<file path="src/rtl/hazard_ctrl_pkg.sv">
// rtl/hazard_ctrl_pkg.sv - shared types and constants for the pipeline hazard sequencer
//
// Purpose : state encoding, register-index constant and event priority
//           encoding used by hazard_ctrl.
// Contents: state_e    - sequencer FSM states (RUN, LU_STALL)
//           REG_ZERO   - architectural zero register index (never a hazard)
//           BUB_W      - width of the bubble down-counter
//           event_e    - pipeline events, ordered by priority
//           classify() - reduce raw conditions to the single winning event
package hazard_ctrl_pkg;

  typedef enum logic {
    RUN      = 1'b0,
    LU_STALL = 1'b1
  } state_e;

  localparam logic [4:0] REG_ZERO = 5'd0;
  localparam int unsigned BUB_W = 3;

  // Larger encoding means higher priority.
  typedef enum logic [1:0] {
    EV_NONE     = 2'd0,
    EV_LOAD_USE = 2'd1,
    EV_REDIRECT = 2'd2,
    EV_MEM_BUSY = 2'd3
  } event_e;

  // A held memory access outranks everything because no stage can advance;
  // a redirect outranks a load-use stall because the stalled instruction is
  // on the wrong path anyway.
  function automatic event_e classify(input logic mem_busy,
                                      input logic redirect,
                                      input logic stalling);
    if (mem_busy)      return EV_MEM_BUSY;
    else if (redirect) return EV_REDIRECT;
    else if (stalling) return EV_LOAD_USE;
    else               return EV_NONE;
  endfunction

endpackage

</file>
<file path="src/rtl/hazard_ctrl_sat_counter.sv">
// rtl/hazard_ctrl_sat_counter.sv - saturating event counter with synchronous clear
//
// Purpose : counts cycles in which inc_i is high, sticking at all-ones.
// Ports   : clk_i   - clock, rising edge
//           rst_ni  - asynchronous active-low reset (count -> 0)
//           clr_i   - synchronous clear, wins over inc_i
//           inc_i   - increment request
//           count_o - current count
module sat_counter #(
  parameter int unsigned CNT_W = 32
) (
  input  logic             clk_i,
  input  logic             rst_ni,
  input  logic             clr_i,
  input  logic             inc_i,
  output logic [CNT_W-1:0] count_o
);

  logic [CNT_W-1:0] count_q;
  logic [CNT_W-1:0] count_d;

  always_comb begin
    count_d = count_q;
    if (clr_i) begin
      count_d = '0;
    end else if (inc_i && (count_q != {CNT_W{1'b1}})) begin
      count_d = count_q + {{(CNT_W-1){1'b0}}, 1'b1};
    end
  end

  always_ff @(posedge clk_i or negedge rst_ni) begin
    if (!rst_ni) begin
      count_q <= '0;
    end else begin
      count_q <= count_d;
    end
  end

  assign count_o = count_q;

endmodule

</file>
<file path="src/rtl/hazard_ctrl.sv">
// rtl/hazard_ctrl.sv - 5-stage pipeline stall/flush/bubble sequencer
//
// Purpose : drives the enable/flush/bubble controls of the PC and the four
//           pipeline registers; inserts load-use bubbles, squashes wrong-path
//           instructions on an EX redirect, freezes on a busy data memory and
//           keeps stall/flush performance counters.
// Ports   : clk, reset (async, active-low)
//           id_rs1/id_rs2/id_use_rs1/id_use_rs2 - ID source operands
//           ex_rd/ex_load                        - EX destination and load flag
//           ex_redirect                          - taken branch/jump in EX
//           mem_busy                             - MEM stage cannot complete
//           perf_clr                             - clear both counters
//           pc_en, if_id_en, if_id_flush, id_ex_hold, id_ex_bubble,
//           ex_mem_en, mem_wb_bubble             - pipeline controls
//           stall_cycles, flush_count            - saturating counters
module hazard_ctrl
  import hazard_ctrl_pkg::*;
#(
  parameter int unsigned LOAD_USE_CYCLES = 1,
  parameter int unsigned CNT_W           = 32
) (
  input  logic             clk,
  input  logic             reset,
  input  logic [4:0]       id_rs1,
  input  logic [4:0]       id_rs2,
  input  logic             id_use_rs1,
  input  logic             id_use_rs2,
  input  logic [4:0]       ex_rd,
  input  logic             ex_load,
  input  logic             ex_redirect,
  input  logic             mem_busy,
  input  logic             perf_clr,
  output logic             pc_en,
  output logic             if_id_en,
  output logic             if_id_flush,
  output logic             id_ex_hold,
  output logic             id_ex_bubble,
  output logic             ex_mem_en,
  output logic             mem_wb_bubble,
  output logic [CNT_W-1:0] stall_cycles,
  output logic [CNT_W-1:0] flush_count
);

  // The first bubble is issued from RUN, so LU_STALL covers the remainder.
  localparam logic [BUB_W-1:0] LU_RELOAD = BUB_W'(LOAD_USE_CYCLES - 1);
  localparam bit               MULTI_BUB = (LOAD_USE_CYCLES > 1);

  state_e           state_q, state_d;
  logic [BUB_W-1:0] bub_cnt_q, bub_cnt_d;
  logic             lu;
  event_e           ev;
  logic             flush_inc;

  assign lu = ex_load && (ex_rd != REG_ZERO) &&
              ((id_use_rs1 && (id_rs1 == ex_rd)) ||
               (id_use_rs2 && (id_rs2 == ex_rd)));

  // While in LU_STALL the hazard is not re-evaluated: the stall runs its
  // full length even if the ID operands change underneath it.
  assign ev = classify(mem_busy, ex_redirect, lu || (state_q == LU_STALL));

  always_comb begin
    state_d       = state_q;
    bub_cnt_d     = bub_cnt_q;
    flush_inc     = 1'b0;
    pc_en         = 1'b1;
    if_id_en      = 1'b1;
    if_id_flush   = 1'b0;
    id_ex_hold    = 1'b0;
    id_ex_bubble  = 1'b0;
    ex_mem_en     = 1'b1;
    mem_wb_bubble = 1'b0;

    unique case (ev)
      EV_MEM_BUSY: begin
        // Front end and EX hold; MEM/WB sees a NOP so WB does not repeat
        // the stalled instruction. FSM and bubble count stay frozen.
        pc_en         = 1'b0;
        if_id_en      = 1'b0;
        id_ex_hold    = 1'b1;
        ex_mem_en     = 1'b0;
        mem_wb_bubble = 1'b1;
      end
      EV_REDIRECT: begin
        // IF/ID loads a NOP and ID/EX gets a bubble; the PC takes the target.
        if_id_flush  = 1'b1;
        id_ex_bubble = 1'b1;
        state_d      = RUN;
        bub_cnt_d    = '0;
        flush_inc    = 1'b1;
      end
      EV_LOAD_USE: begin
        pc_en        = 1'b0;
        if_id_en     = 1'b0;
        id_ex_bubble = 1'b1;
        if (state_q == RUN) begin
          if (MULTI_BUB) begin
            state_d   = LU_STALL;
            bub_cnt_d = LU_RELOAD;
          end
        end else if (bub_cnt_q <= BUB_W'(1)) begin
          state_d   = RUN;
          bub_cnt_d = '0;
        end else begin
          bub_cnt_d = bub_cnt_q - BUB_W'(1);
        end
      end
      default: begin
      end
    endcase

    // Reset drives every register to a safe NOP-loading configuration.
    if (!reset) begin
      pc_en         = 1'b0;
      if_id_en      = 1'b0;
      if_id_flush   = 1'b1;
      id_ex_hold    = 1'b0;
      id_ex_bubble  = 1'b1;
      ex_mem_en     = 1'b0;
      mem_wb_bubble = 1'b1;
      flush_inc     = 1'b0;
    end
  end

  always_ff @(posedge clk or negedge reset) begin
    if (!reset) begin
      state_q   <= RUN;
      bub_cnt_q <= '0;
    end else begin
      state_q   <= state_d;
      bub_cnt_q <= bub_cnt_d;
    end
  end

  sat_counter #(.CNT_W(CNT_W)) u_stall_cnt (
    .clk_i   (clk),
    .rst_ni  (reset),
    .clr_i   (perf_clr),
    .inc_i   (!pc_en),
    .count_o (stall_cycles)
  );

  sat_counter #(.CNT_W(CNT_W)) u_flush_cnt (
    .clk_i   (clk),
    .rst_ni  (reset),
    .clr_i   (perf_clr),
    .inc_i   (flush_inc),
    .count_o (flush_count)
  );

endmodule

</file>
<file path="config.mk">
export PLATFORM = sky130hd
export DESIGN_NAME = hazard_ctrl
export DESIGN_NICKNAME = d
export VERILOG_FILES = /design/src/rtl/hazard_ctrl_pkg.sv /design/src/rtl/hazard_ctrl_sat_counter.sv /design/src/rtl/hazard_ctrl.sv
export SDC_FILE = /design/constraint.sdc
export NUM_CORES = 1
export LEC_CHECK = 0
export CORE_MARGIN = 2
export CORE_UTILIZATION = 40
export CTS_CLUSTER_DIAMETER = 120
export DETAILED_ROUTE_END_ITERATION = 16
export MAX_ROUTING_LAYER = met4
export PLACE_DENSITY = 0.66
export SETUP_SLACK_MARGIN = 0.02
export SLEW_MARGIN = 20
export SYNTH_ARGS = -nofsm -noshare
export SYNTH_HDL_FRONTEND = slang
export SYNTH_SLANG_ARGS = --single-unit
</file>
<file path="constraint.sdc">
create_clock -name clk -period 3.27 [get_ports clk]
set_input_delay 0.654 -clock clk [delete_from_list [all_inputs] [get_ports clk]]
set_output_delay 0.654 -clock clk [all_outputs]
set_load 0.01 [all_outputs]
</file>
# ---- Yosys cells after proc, flatten, opt, wreduce, memory -nomap -nowiden
# Cells that the tools add are included.
# W data, S select, Z words.
dict set report classes {
  add_sub_neg 3
  magnitude_cmp 1
  n_eq_ne 8
  muxes 25
  n_reduce_logical 16
}
# operator n
set ops {}
lappend ops {{$mux W32} 4}
lappend ops {{$add A32 B1 Y32 const B} 2}
lappend ops {{$ne A32 B32 Y1 const B} 2}
lappend ops {{$mux W1} 15}
lappend ops {{$eq A5 B5 Y1} 2}
lappend ops {{$logic_and A1 B1 Y1} 6}
lappend ops {{$mux W3} 2}
lappend ops {{$pmux W3 S2} 1}
lappend ops {{$reduce_bool A2 Y1} 3}
lappend ops {{$reduce_bool A5 Y1} 1}
lappend ops {{$eq A2 B2 Y1 const B} 2}
lappend ops {{$mux W2} 2}
lappend ops {{$reduce_or A2 Y1} 2}
lappend ops {{$le A3 B1 Y1 const B} 1}
lappend ops {{$sub A3 B1 Y3 const B} 1}
lappend ops {{$eq A2 B1 Y1 const B} 1}
lappend ops {{$logic_or A1 B1 Y1} 2}
lappend ops {{$ne A2 B2 Y1 const B} 1}
lappend ops {{$pmux W1 S2} 1}
lappend ops {{$reduce_and A2 Y1} 1}
lappend ops {{$logic_not A1 Y1} 1}
dict set report totals {
  register_bits 68
  in_bits 23
  out_inout_bits 71
}

# ---- Logic depth before layout (Yosys ltp)
# Gate-level depths: netlist (run 1).
dict set report depth {
  depth_word 16
  ltp_mapped 9
  depth_no_buf 7
}

# ---- Cells and area by module
# Synthesis (run 1) repeated with hierarchy kept, for this count alone.
dict set report unflattened {
  hier_cells 449
  area_unflattened_um2 4159.0
}
# mod instances cells_each area_each_um2 seq_area_each_um2
set by_module_without_submodules {}
lappend by_module_without_submodules {sat_counter 2 198 1854.3 800.8}
lappend by_module_without_submodules {hazard_ctrl 1 53 450.4 100.1}

# ---- Worst setup path before layout (run 1)
# Ideal clock, no wire load.
dict set report synth_timing {
  path_kind {input to output}
  from {input ex_rd[1]}
  to {output pc_en}
  arrival_ps 2190
  slack_ps 426
  path_stages 8
  path_buffers 3
  cell_sequence {or4_1 -> o21ai_1 -> nor2_1 -> a221o_1 -> inv_2 -> buf_4 -> buf_4 -> buf_4}
}
dict set report synth_between {
  elab_chain_len 12
}
# item line_no
set synth_lines {}
lappend synth_lines {{from (decl)} hazard_ctrl.sv:28} ;# input logic [4:0] ex_rd,
lappend synth_lines {{$eq A5 B5 Y1 (on tied branches)} {hazard_ctrl.sv:55, hazard_ctrl.sv:56}}
lappend synth_lines {{$logic_and A1 B1 Y1 (on tied branches)} {hazard_ctrl.sv:55, hazard_ctrl.sv:56}}
lappend synth_lines {{$logic_or A1 B1 Y1} hazard_ctrl.sv:55} ;# ((id_use_rs1 && (id_rs1 == ex_rd)) ||
lappend synth_lines {{$logic_and A1 B1 Y1 (*)} hazard_ctrl.sv:54} ;# assign lu = ex_load && (ex_rd != REG_ZERO) &&
lappend synth_lines {{$logic_or A1 B1 Y1 (*)} hazard_ctrl.sv:60} ;# assign ev = classify(mem_busy, ex_redirect, lu || (state_q == LU_STALL));
lappend synth_lines {{$mux W1 (*)} hazard_ctrl_pkg.sv:36} ;# else if (stalling) return EV_LOAD_USE;
lappend synth_lines {{$mux W2 (*)} hazard_ctrl_pkg.sv:35} ;# else if (redirect) return EV_REDIRECT;
lappend synth_lines {{$mux W2 (*)} hazard_ctrl_pkg.sv:34} ;# if (mem_busy) return EV_MEM_BUSY;
lappend synth_lines {{$eq A2 B1 Y1 / $eq A2 B2 Y1 (equally long branches)} -}
lappend synth_lines {{$reduce_or A2 Y1 (no source line) (*)} -}
lappend synth_lines {{$mux W1 (*) (2 in series)} -}
lappend synth_lines {{to (decl)} hazard_ctrl.sv:33} ;# output logic pc_en,
# Mark *: on every way between the ends. The rest lies on a longest branch, timed or not.

# ---- Worst setup path after layout (run 1)
dict set report layout_timing {
  from {input ex_rd[1]}
  to {output pc_en}
}
dict set report layout_between {
  elab_chain_len 12
}
# item line_no
set layout_lines {}
lappend layout_lines {{$eq A5 B5 Y1 (on tied branches)} {hazard_ctrl.sv:55, hazard_ctrl.sv:56}}
lappend layout_lines {{$logic_and A1 B1 Y1 (on tied branches)} {hazard_ctrl.sv:55, hazard_ctrl.sv:56}}
lappend layout_lines {{$logic_or A1 B1 Y1} hazard_ctrl.sv:55}
lappend layout_lines {{$logic_and A1 B1 Y1 (*)} hazard_ctrl.sv:54}
lappend layout_lines {{$logic_or A1 B1 Y1 (*)} hazard_ctrl.sv:60}
lappend layout_lines {{$mux W1 (*)} hazard_ctrl_pkg.sv:36}
lappend layout_lines {{$mux W2 (*)} hazard_ctrl_pkg.sv:35}
lappend layout_lines {{$mux W2 (*)} hazard_ctrl_pkg.sv:34}
lappend layout_lines {{$eq A2 B1 Y1 / $eq A2 B2 Y1 (equally long branches)} hazard_ctrl.sv:74} ;# unique case (ev)
lappend layout_lines {{$reduce_or A2 Y1 (no source line) (*)} -}
lappend layout_lines {{$mux W1 (*)} hazard_ctrl.sv:74}
lappend layout_lines {{$mux W1 (*)} hazard_ctrl.sv:113} ;# if (!reset) begin
# Marks and branches as above.

==> run summary, run 1 <==
The flow ran to the end, and the final reports show no timing, DRC or antenna violations. For the cell internal power dissipation, the log shows 1.43 mW. The average instance area after synthesis was 8.98 µm²; the initial antenna violation count was 0.

The count of flip-flops with a built-in enable after synthesis is 0. The largest fanout of any net on the critical path came out at 6. The run gives 68 as the number of sinks handled by clock tree synthesis. The tools report the launch point of the worst reg-to-reg path as u_stall_cnt.count_o[0]$_DFFE_PN0P_.

Before CTS, the worst setup slack after placement is -0.300 ns. Across the routed clock network, the largest skew measured is 0.0116 ns. The peak supply drop came out at 0.000190 V. By area the synthesized netlist is led by sky130_fd_sc_hd__dfrtp_1, sky130_fd_sc_hd__xnor2_1, sky130_fd_sc_hd__nand4_1.

The cell leakage power is 2.03 nW, and the number of cells on the critical path is 7. The run gives 0.35 ns as the insertion delay of the later-clocked pin in the worst-skew pair. Start point of the critical path: ex_rd[1]. The final layout contains 564 nets. Die extent in x: 104 µm.

Traced cell by cell, the critical path runs through clkdlybuf4s50_1, or4_1, o21ai_2, nor2_1, a221o_1, inv_2, buf_2. The hold violation count in the final report is 0, and the I/O pin count is 94. For this block, the routed nets add up to 10,400 µm of wire.

Leaving out fill and tap cells, the most frequent cell in the layout is sky130_fd_sc_hd__clkdlybuf4s50_1. The number of global-route vias before repair is 3,621, and the count of TritonRoute iterations in the first routing pass is 5. The congestion estimate from routability-driven global placement came to 0.775. The residual DRC count is 0. Counting every net in the synthesized netlist gives 470.

The count of placed standard cells including taps came out at 660. The repair_antennas step left the layout with diodes totalling 0. TritonCTS built the clock tree. The tools report the remaining antenna violation count as 0.

The region available for standard cell placement spans 9730 µm². The worst hold path belongs to the class primary input to asynchronous set/reset pin. Counting cells, the worst reg-to-reg path comes to 7. Setup slack closes at 0.137 ns.

The transition time at the pin with the least slew margin is 0.906 ns. The portion of synthesized cell area occupied by the leading cell type works out to 0.427. The data required time at the worst endpoint is 2.62 ns, and the number of buffers inserted by port buffering is 93. The clock network fraction of design power is 0.468, and the summed negative setup slack over all endpoints is 0 ns. The post-synthesis async set-or-reset flop share is 1.00, and the total net switching power is 421 µW. The number of different library cells in the post-synthesis netlist is 48. Fraction of final layout cells with drive strength greater than 1: 0.0939. After the first detailed-routing iteration, the DRC count stood at 139. In this run the register-to-register setup slack is 0.67 ns.

The cell with the largest stage delay on the worst path is sky130_fd_sc_hd__or4_1. Derived from the worst setup path, the maximum achievable clock frequency is 319 MHz. The synthesized design spends more area on one cell type than any other, namely sky130_fd_sc_hd__dfrtp_1.

At the worst endpoint, the arrival time is 2.48 ns. The logs give 0.074 for the proportion of power drawn by combinational gates and 0 for the number of maximum-capacitance constraint violations. The run gives 3990 µm² as the cell area after technology mapping.

The max-slew violation count was 0. Clock-pin slew was measured on the worst setup and hold paths at 0.08 ns. In the layout the commonest cells are sky130_fd_sc_hd__clkdlybuf4s50_1, sky130_fd_sc_hd__dfrtp_1, sky130_fd_sc_hd__nor2_1. From bottom edge to top edge, the die measures 104 µm. HPWL reported at the end of detailed placement: 7280 µm. For the core utilization of the finished layout, the log shows 0.545. Entering global routing, the biggest net connects 51 pins. The classification of the worst setup path is primary input to output pin. The register bit count reported by yosys is 68.

After routing the design area is 5300 µm². The startpoint type of the worst setup path is a primary input. The longest individual stage delay on the worst path is 0.55 ns. The number of buffers and inverters on the critical path is 3. The worst slew margin relative to its limit was 0.396. For the count of mapped cells out of synthesis, the log shows 444. The run gives 944 as the fill cell instance count of the final layout. Most used flip-flop cell after synthesis: sky130_fd_sc_hd__dfrtp_1. The root buffer cell chosen for the clock tree is sky130_fd_sc_hd__clkbuf_8.

Via total after detailed routing: 3,702. Endpoint class of the critical path: an output pin. The final worst hold slack was 0.416 ns. Setup repair after global routing left no endpoint under its margin. The average wire per standard cell came out at 15.3 µm. The run gives 0.410 as the starting utilization of the core area.

Overall power consumption after layout is estimated at 1.86 mW. For the H-tree depth reported by CTS, the log shows 3. The area growth from synthesis to layout is 33.0%. The total number of yosys warnings is 0. Aggregate global-route resource usage: 0.200. The cell family contributing the most delay on the critical path is buffers and inverters. The final critical-path required period came out at 3.13 ns. Power spread over the standard cell area amounts to 350 nW/µm². For the number of buffers created by CTS, the log shows 9. Wire length of the first global-routing pass: 17,300 µm. The fraction of power spent switching nets was 0.227. The total placed instance area was 5060 µm². Setup violations remaining at the end of the flow were counted as 0. The logs give 0.427 for the sequential element share of the synthesized area and 676 for the number of non-filler instances in the completed layout. The share of power burned in registers is 0.458, and the count of standard-cell rows is 36. The number of buffers on the longest clock path came out at 2. The full die area is 10,800 µm², and the via count normalized by instance count is 5.48. After global routing the overflow that remains totals 0.

The final critical-path share of the clock period is 0.958.
==> state kept, by name, summed over array words and instances (netlist names) <==
name / flops
u_flush_cnt.count_o: 32
u_stall_cnt.count_o: 32
bub_cnt_q: 3
state_q: 1
==> power by group through the flow <==
stage,Combinational [mW],Clock (mW),Sequential (mW)
finish,0.138,0.868,0.849
global route,0.151,0.926,0.850
CTS,0.141,0.891,0.849
detailed placement,0.142,0,0.866
global placement,0.139,0,0.866
floorplan,0.0593,0,0.867
==> timing repair <==
action / 4_1_cts / 5_1_grt
setup endpoints to repair: 3 / 2
buffers inserted: 0 / 0
hold buffers: 0 / 0
resized for setup: 6 / 3
==> layer usage <==
metal,share of wire,vias up,track usage
li1,-,1813,-
met2,0.49,97,0.327
met4,0.012,0,0.0560
met5,0,-,-
met3,0.049,11,0.0478
met1,0.45,1781,0.248
==> area by class of cell <==
type                       instances  area (µm²)  share of cell area
clock buffer                      10         138              0.0259
clock inverter                     6         111              0.0210
inverter                           9        33.8             0.00637
multi-input combinational        341        2120               0.400
sequential                        68        1700               0.321
tap                              133         166              0.0314
timing repair buffer             109        1030               0.194
==> cell usage after synthesis, types with 12 or more instances <==
cell and instances:
sky130_fd_sc_hd__nand4_1 26, sky130_fd_sc_hd__nand2_1 25, sky130_fd_sc_hd__clkbuf_1 18, sky130_fd_sc_hd__xor2_1 14
sky130_fd_sc_hd__xnor2_1 21, sky130_fd_sc_hd__nor3_1 12, sky130_fd_sc_hd__a21oi_1 31, sky130_fd_sc_hd__o31ai_1 14
sky130_fd_sc_hd__or4_1 16, sky130_fd_sc_hd__or3_1 15, sky130_fd_sc_hd__nand3_1 31, sky130_fd_sc_hd__nor2_1 42
sky130_fd_sc_hd__dfrtp_1 68, sky130_fd_sc_hd__o21ai_0 23
==> logic make-up (layout without fill, tap and decap cells) <==
family / Yosys count / in the layout / synth area share
mux: 7 / 7 / 0.0213
fa+ha+maj: 3 / 3 / 0.00941
flops: 68 / 68 / 0.427
compound gates: 77 / 77 / 0.112
xor+xnor: 35 / 35 / 0.0769
simple gates: 219 / 219 / 0.312
buf+inv: 35 / 134 / 0.0417
==> worst reg2reg max path, delay by kind of cell, from the launching register on <==
family / cells / cell delay (ns)
and+or+nand+nor: 5 / 1.73
DFF: 1 / 0.44
adders and majority gates: 1 / 0.22
AOI/OAI and AO/OA: 1 / 0.06
==> worst paths after layout <==
kind	endpoint
worst max-delay path	pc_en
worst min-delay path	u_flush_cnt.count_o[2]$_DFFE_PN0P_
worst max register to register	u_stall_cnt.count_o[18]$_DFFE_PN0P_
worst min register to register	bub_cnt_q[0]$_DFFE_PN0P_
max in group asynchronous	u_stall_cnt.count_o[24]$_DFFE_PN0P_
min in group clk	bub_cnt_q[0]$_DFFE_PN0P_
Note: power is estimated with default switching activity, not from simulation.
==> run 2, diff against run 1 <==
--- a/config.mk
+++ b/config.mk
@@ -6,11 +6,11 @@
 export NUM_CORES = 1
 export LEC_CHECK = 0
 export CORE_MARGIN = 2
-export CORE_UTILIZATION = 40
+export CORE_UTILIZATION = 50
 export CTS_CLUSTER_DIAMETER = 120
 export DETAILED_ROUTE_END_ITERATION = 16
 export MAX_ROUTING_LAYER = met4
-export PLACE_DENSITY = 0.66
+export PLACE_DENSITY = 0.8
 export SETUP_SLACK_MARGIN = 0.02
 export SLEW_MARGIN = 20
 export SYNTH_ARGS = -nofsm -noshare
==> run 2 against run 1 <==
  * Sequential power hardly changed
  * Worst hold slack worse by 0.063 ns
  * Clock-buffer cell count is 3 higher
  * Power is 7.8% lower
  * Global-route usage is 6.7 points higher
  * Cell count is 4.1% lower
  * Clock power is 18% lower
  * Sequential share of layout area is 0.29 points higher
  * Flip-flop and latch count stayed put
  * Non-clock buffer count is 3 higher
  * Wire length is 3.5% higher
  * Worst setup slack worse by 0.084 ns
  * Largest cell class unchanged
  * Largest power group is now registers
==> run summary, run 2 (synthesis results as in run 1) <==
Leaving out fill and tap cells, the most frequent cell in the layout is sky130_fd_sc_hd__clkdlybuf4s50_1. Aggregate global-route resource usage: 0.267 (+0.0667). For the full die area, the log shows 8710 µm² (-19%). The slowest stage of the critical path belongs to the cell sky130_fd_sc_hd__or4_4. The max-slew violation count is 0 (unchanged), and the hold violation count in the final report is 0 (unchanged).

The tools report the H-tree depth reported by CTS as 3 (unchanged). The count of TritonRoute iterations in the first routing pass came out at 5 (unchanged). For the number of sinks handled by clock tree synthesis, the log shows 68 (unchanged).

The sum of buffers and inverters on the critical path is 3 (unchanged). The critical path ends at id_ex_bubble. The largest fanout of any net on the critical path came out at 2 (-4). The number of buffers inserted by port buffering was 93 (unchanged). TritonCTS built the clock tree.

The root buffer cell chosen for the clock tree is sky130_fd_sc_hd__clkbuf_8. The fraction of final layout cells with drive strength greater than 1 is 0.0971 (+0.00315). Tracing the worst setup path back leads to its startpoint at ex_rd[2].

The logs give 0 (unchanged) for the number of maximum-capacitance constraint violations and 0 (unchanged) for the initial antenna violation count. The transition time at the pin with the least slew margin is 1.01 ns (+0.109 ns). The most prevalent standard cell on the critical path was sky130_fd_sc_hd__o21ai_2. The worst-case setup slack after placement is -0.340 ns (-0.0395 ns), and the residual DRC count is 0 (unchanged).

Count of nets after finishing: 567 (+0.53%). The total placed instance area is 5030 µm² (-0.62%). The clock-pin slew reported for the worst setup and hold paths after clock tree synthesis came out at 0.08 ns (about the same). The number of cells on the critical path is 8 (+1). The longest individual stage delay on the worst path is 0.54 ns (about the same), and the peak supply drop is 0.000268 V (+41%). The wire length on met2 came out at 5590 µm (+10%). The number of antenna diodes is 0 (unchanged). The setup slack on the worst flop-to-flop path was 0.59 ns (-0.08 ns); the post-route worst setup slack was 0.0530 ns (-0.0841 ns). Core area: 7730 µm² (-21%). The end of the worst register-to-register path was u_stall_cnt.count_o[10]$_DFFE_PN0P_. The vertical die dimension is 93.3 µm (-10%).

The I/O pin count was 94 (unchanged). The via count normalized by instance count came out at 5.91 (+8.0%). The number of cells on the worst reg-to-reg path came out at 7 (unchanged). The tools report the overflow left after global routing as 0 (unchanged).

The final critical-path required period is 3.22 ns (+0.0841 ns). Walking the worst path, the cells encountered are clkdlybuf4s50_1, or4_4, o21ai_2, buf_4, and2b_1, o21ai_2, nand2b_1, dlygate4sd2_1. The average wire per standard cell is 16.5 µm (+7.9%). The worst slew margin relative to its limit came out at 0.324 (-0.0725).

Endpoint class of the critical path: an output pin. The highest metal layer with signal wires was met4. Die extent in x: 93.3 µm (-10%). The sum of routed wire length over all layers was 10,700 µm (+3.5%).

The logs give 7370 µm (+1.2%) for the HPWL reported at the end of detailed placement and 0.516 (+0.106) for the starting utilization of the core area. Launch point of the worst reg-to-reg path: u_stall_cnt.count_o[0]$_DFFE_PN0P_. The logs give 2 (unchanged) for the number of buffers on the longest clock path and 572 µm (+13%) for the met3 wire length. Final standard cell area without fillers: 5260 µm² (-0.90%). The total setup violations reported at the end of the flow is 0 (unchanged).

The maximum clock rate is 311 MHz (-2.6%). On the critical path the largest part of the delay comes from buffers and inverters. The data required time at the worst endpoint came out at 2.62 ns (about the same). The data arrival time of the critical path was 2.56 ns (+0.08 ns). Starting DRC count in detailed routing: 204 (+47%).

The worst hold path belongs to the class primary input to asynchronous set/reset pin. The synthesis-to-layout area growth came out at 31.8%. The via total after detailed routing is 3,831 (+3.5%). The routed metal-1 wire length came out at 4420 µm (-5.3%).

The global placer's final weighted congestion came out at 0.885 (+14%). The run gives 9 (unchanged) as the number of buffers created by CTS. The final critical-path share of the clock period was 0.984 (+0.0257). Wire length of the first global-routing pass: 17,900 µm (+3.3%). The tools report the largest net degree at the start of global routing as 54 (+5.9%).

In the layout the commonest cells are sky130_fd_sc_hd__clkdlybuf4s50_1, sky130_fd_sc_hd__dfrtp_1, sky130_fd_sc_hd__nor2_1. For the remaining antenna violation count, the log shows 0 (unchanged). The number of global-route vias before repair came out at 3,748 (+3.5%). The worst setup path is launched from a primary input. For the count of standard-cell rows, the log shows 32 (-11%).

The critical path in this run is classified as primary input to output pin. The power density over cell area was 325 nW/µm² (-7.0%). The sum of internal, switching and leakage power is 1.71 mW (-7.8%). The largest clock skew in the final design came out at 0.00794 ns (-0.00371 ns).

The cell leakage power was 2.03 nW (about the same); the insertion delay of the later-clocked pin in the worst-skew pair was 0.35 ns (about the same). The flow ran to the end, and the final reports show no timing, DRC or antenna violations.
run 2: worst reg2reg max path, cell delays in order (launching register included):
cell	delay, ns
sky130_fd_sc_hd__dfrtp_1	0.45
sky130_fd_sc_hd__ha_1	0.22
sky130_fd_sc_hd__nand3_1	0.18
sky130_fd_sc_hd__nor4_1	0.41
sky130_fd_sc_hd__nand3_1	0.49
sky130_fd_sc_hd__nand2_1	0.52
sky130_fd_sc_hd__or4_1	0.18
sky130_fd_sc_hd__a21oi_1	0.06
run 2: what timing repair did:
| action | CTS | global route |
|---|---|---|
| pin swaps | 2 | 1 |
| endpoints found under the setup margin | 3 | 3 |
| hold buffers | 0 | 0 |
| resized for setup | 9 | 2 |
| cloned | 0 | 0 |
| endpoints found under the hold margin | 0 | 0 |
| buffers inserted | 2 | 0 |
run 2: metal layers:
| layer | up-vias | global-route usage |
|---|---|---|
| met1 | 1872 | 0.312 |
| met4 | 0 | 0.0833 |
| met2 | 128 | 0.455 |
| met5 | - | - |
| li1 | 1820 | - |
| met3 | 11 | 0.0637 |
run 2: worst min-delay path by stage:
| stage | endpoint | start |
|---|---|---|
| after floorplan | bub_cnt_q[0]$_DFFE_PN0P_ | reset |
| after global placement | bub_cnt_q[0]$_DFFE_PN0P_ | bub_cnt_q[0]$_DFFE_PN0P_ |
| after detailed placement | bub_cnt_q[0]$_DFFE_PN0P_ | bub_cnt_q[0]$_DFFE_PN0P_ |
| after CTS | u_flush_cnt.count_o[0]$_DFFE_PN0P_ | reset |
| after global routing | u_flush_cnt.count_o[0]$_DFFE_PN0P_ | reset |
| final | u_flush_cnt.count_o[1]$_DFFE_PN0P_ | reset |
run 2: metrics by stage:
step           utilization   TNS, ns  instances  hold slack [ns]
6_report             0.680         0        648            0.353
3_5_place_dp         0.651    -0.819        630            0.483
3_3_place_gp         0.651    -0.541        630            0.469
5_1_grt              0.680  -0.00553        648            0.362
2_1_floorplan            -         0        444            0.358
4_1_cts              0.679         0        648            0.344
run 2: power breakdown:
group          switching (mW)  internal [mW]  leakage (nW)  total (mW)
logic                  0.0795         0.0653         0.988       0.145
registers             0.00556          0.844         0.948       0.850
clock network           0.321          0.395        0.0959       0.716
run 2: layout make-up:
cell class,instances,area (µm²)
inverters,9,33.8
multi-input cells,341,2130
well taps,102,128
flip-flops and latches,68,1700
clock inverters,3,45.0
clock buffers,13,159
fillers,625,2470
repair buffers,112,1060
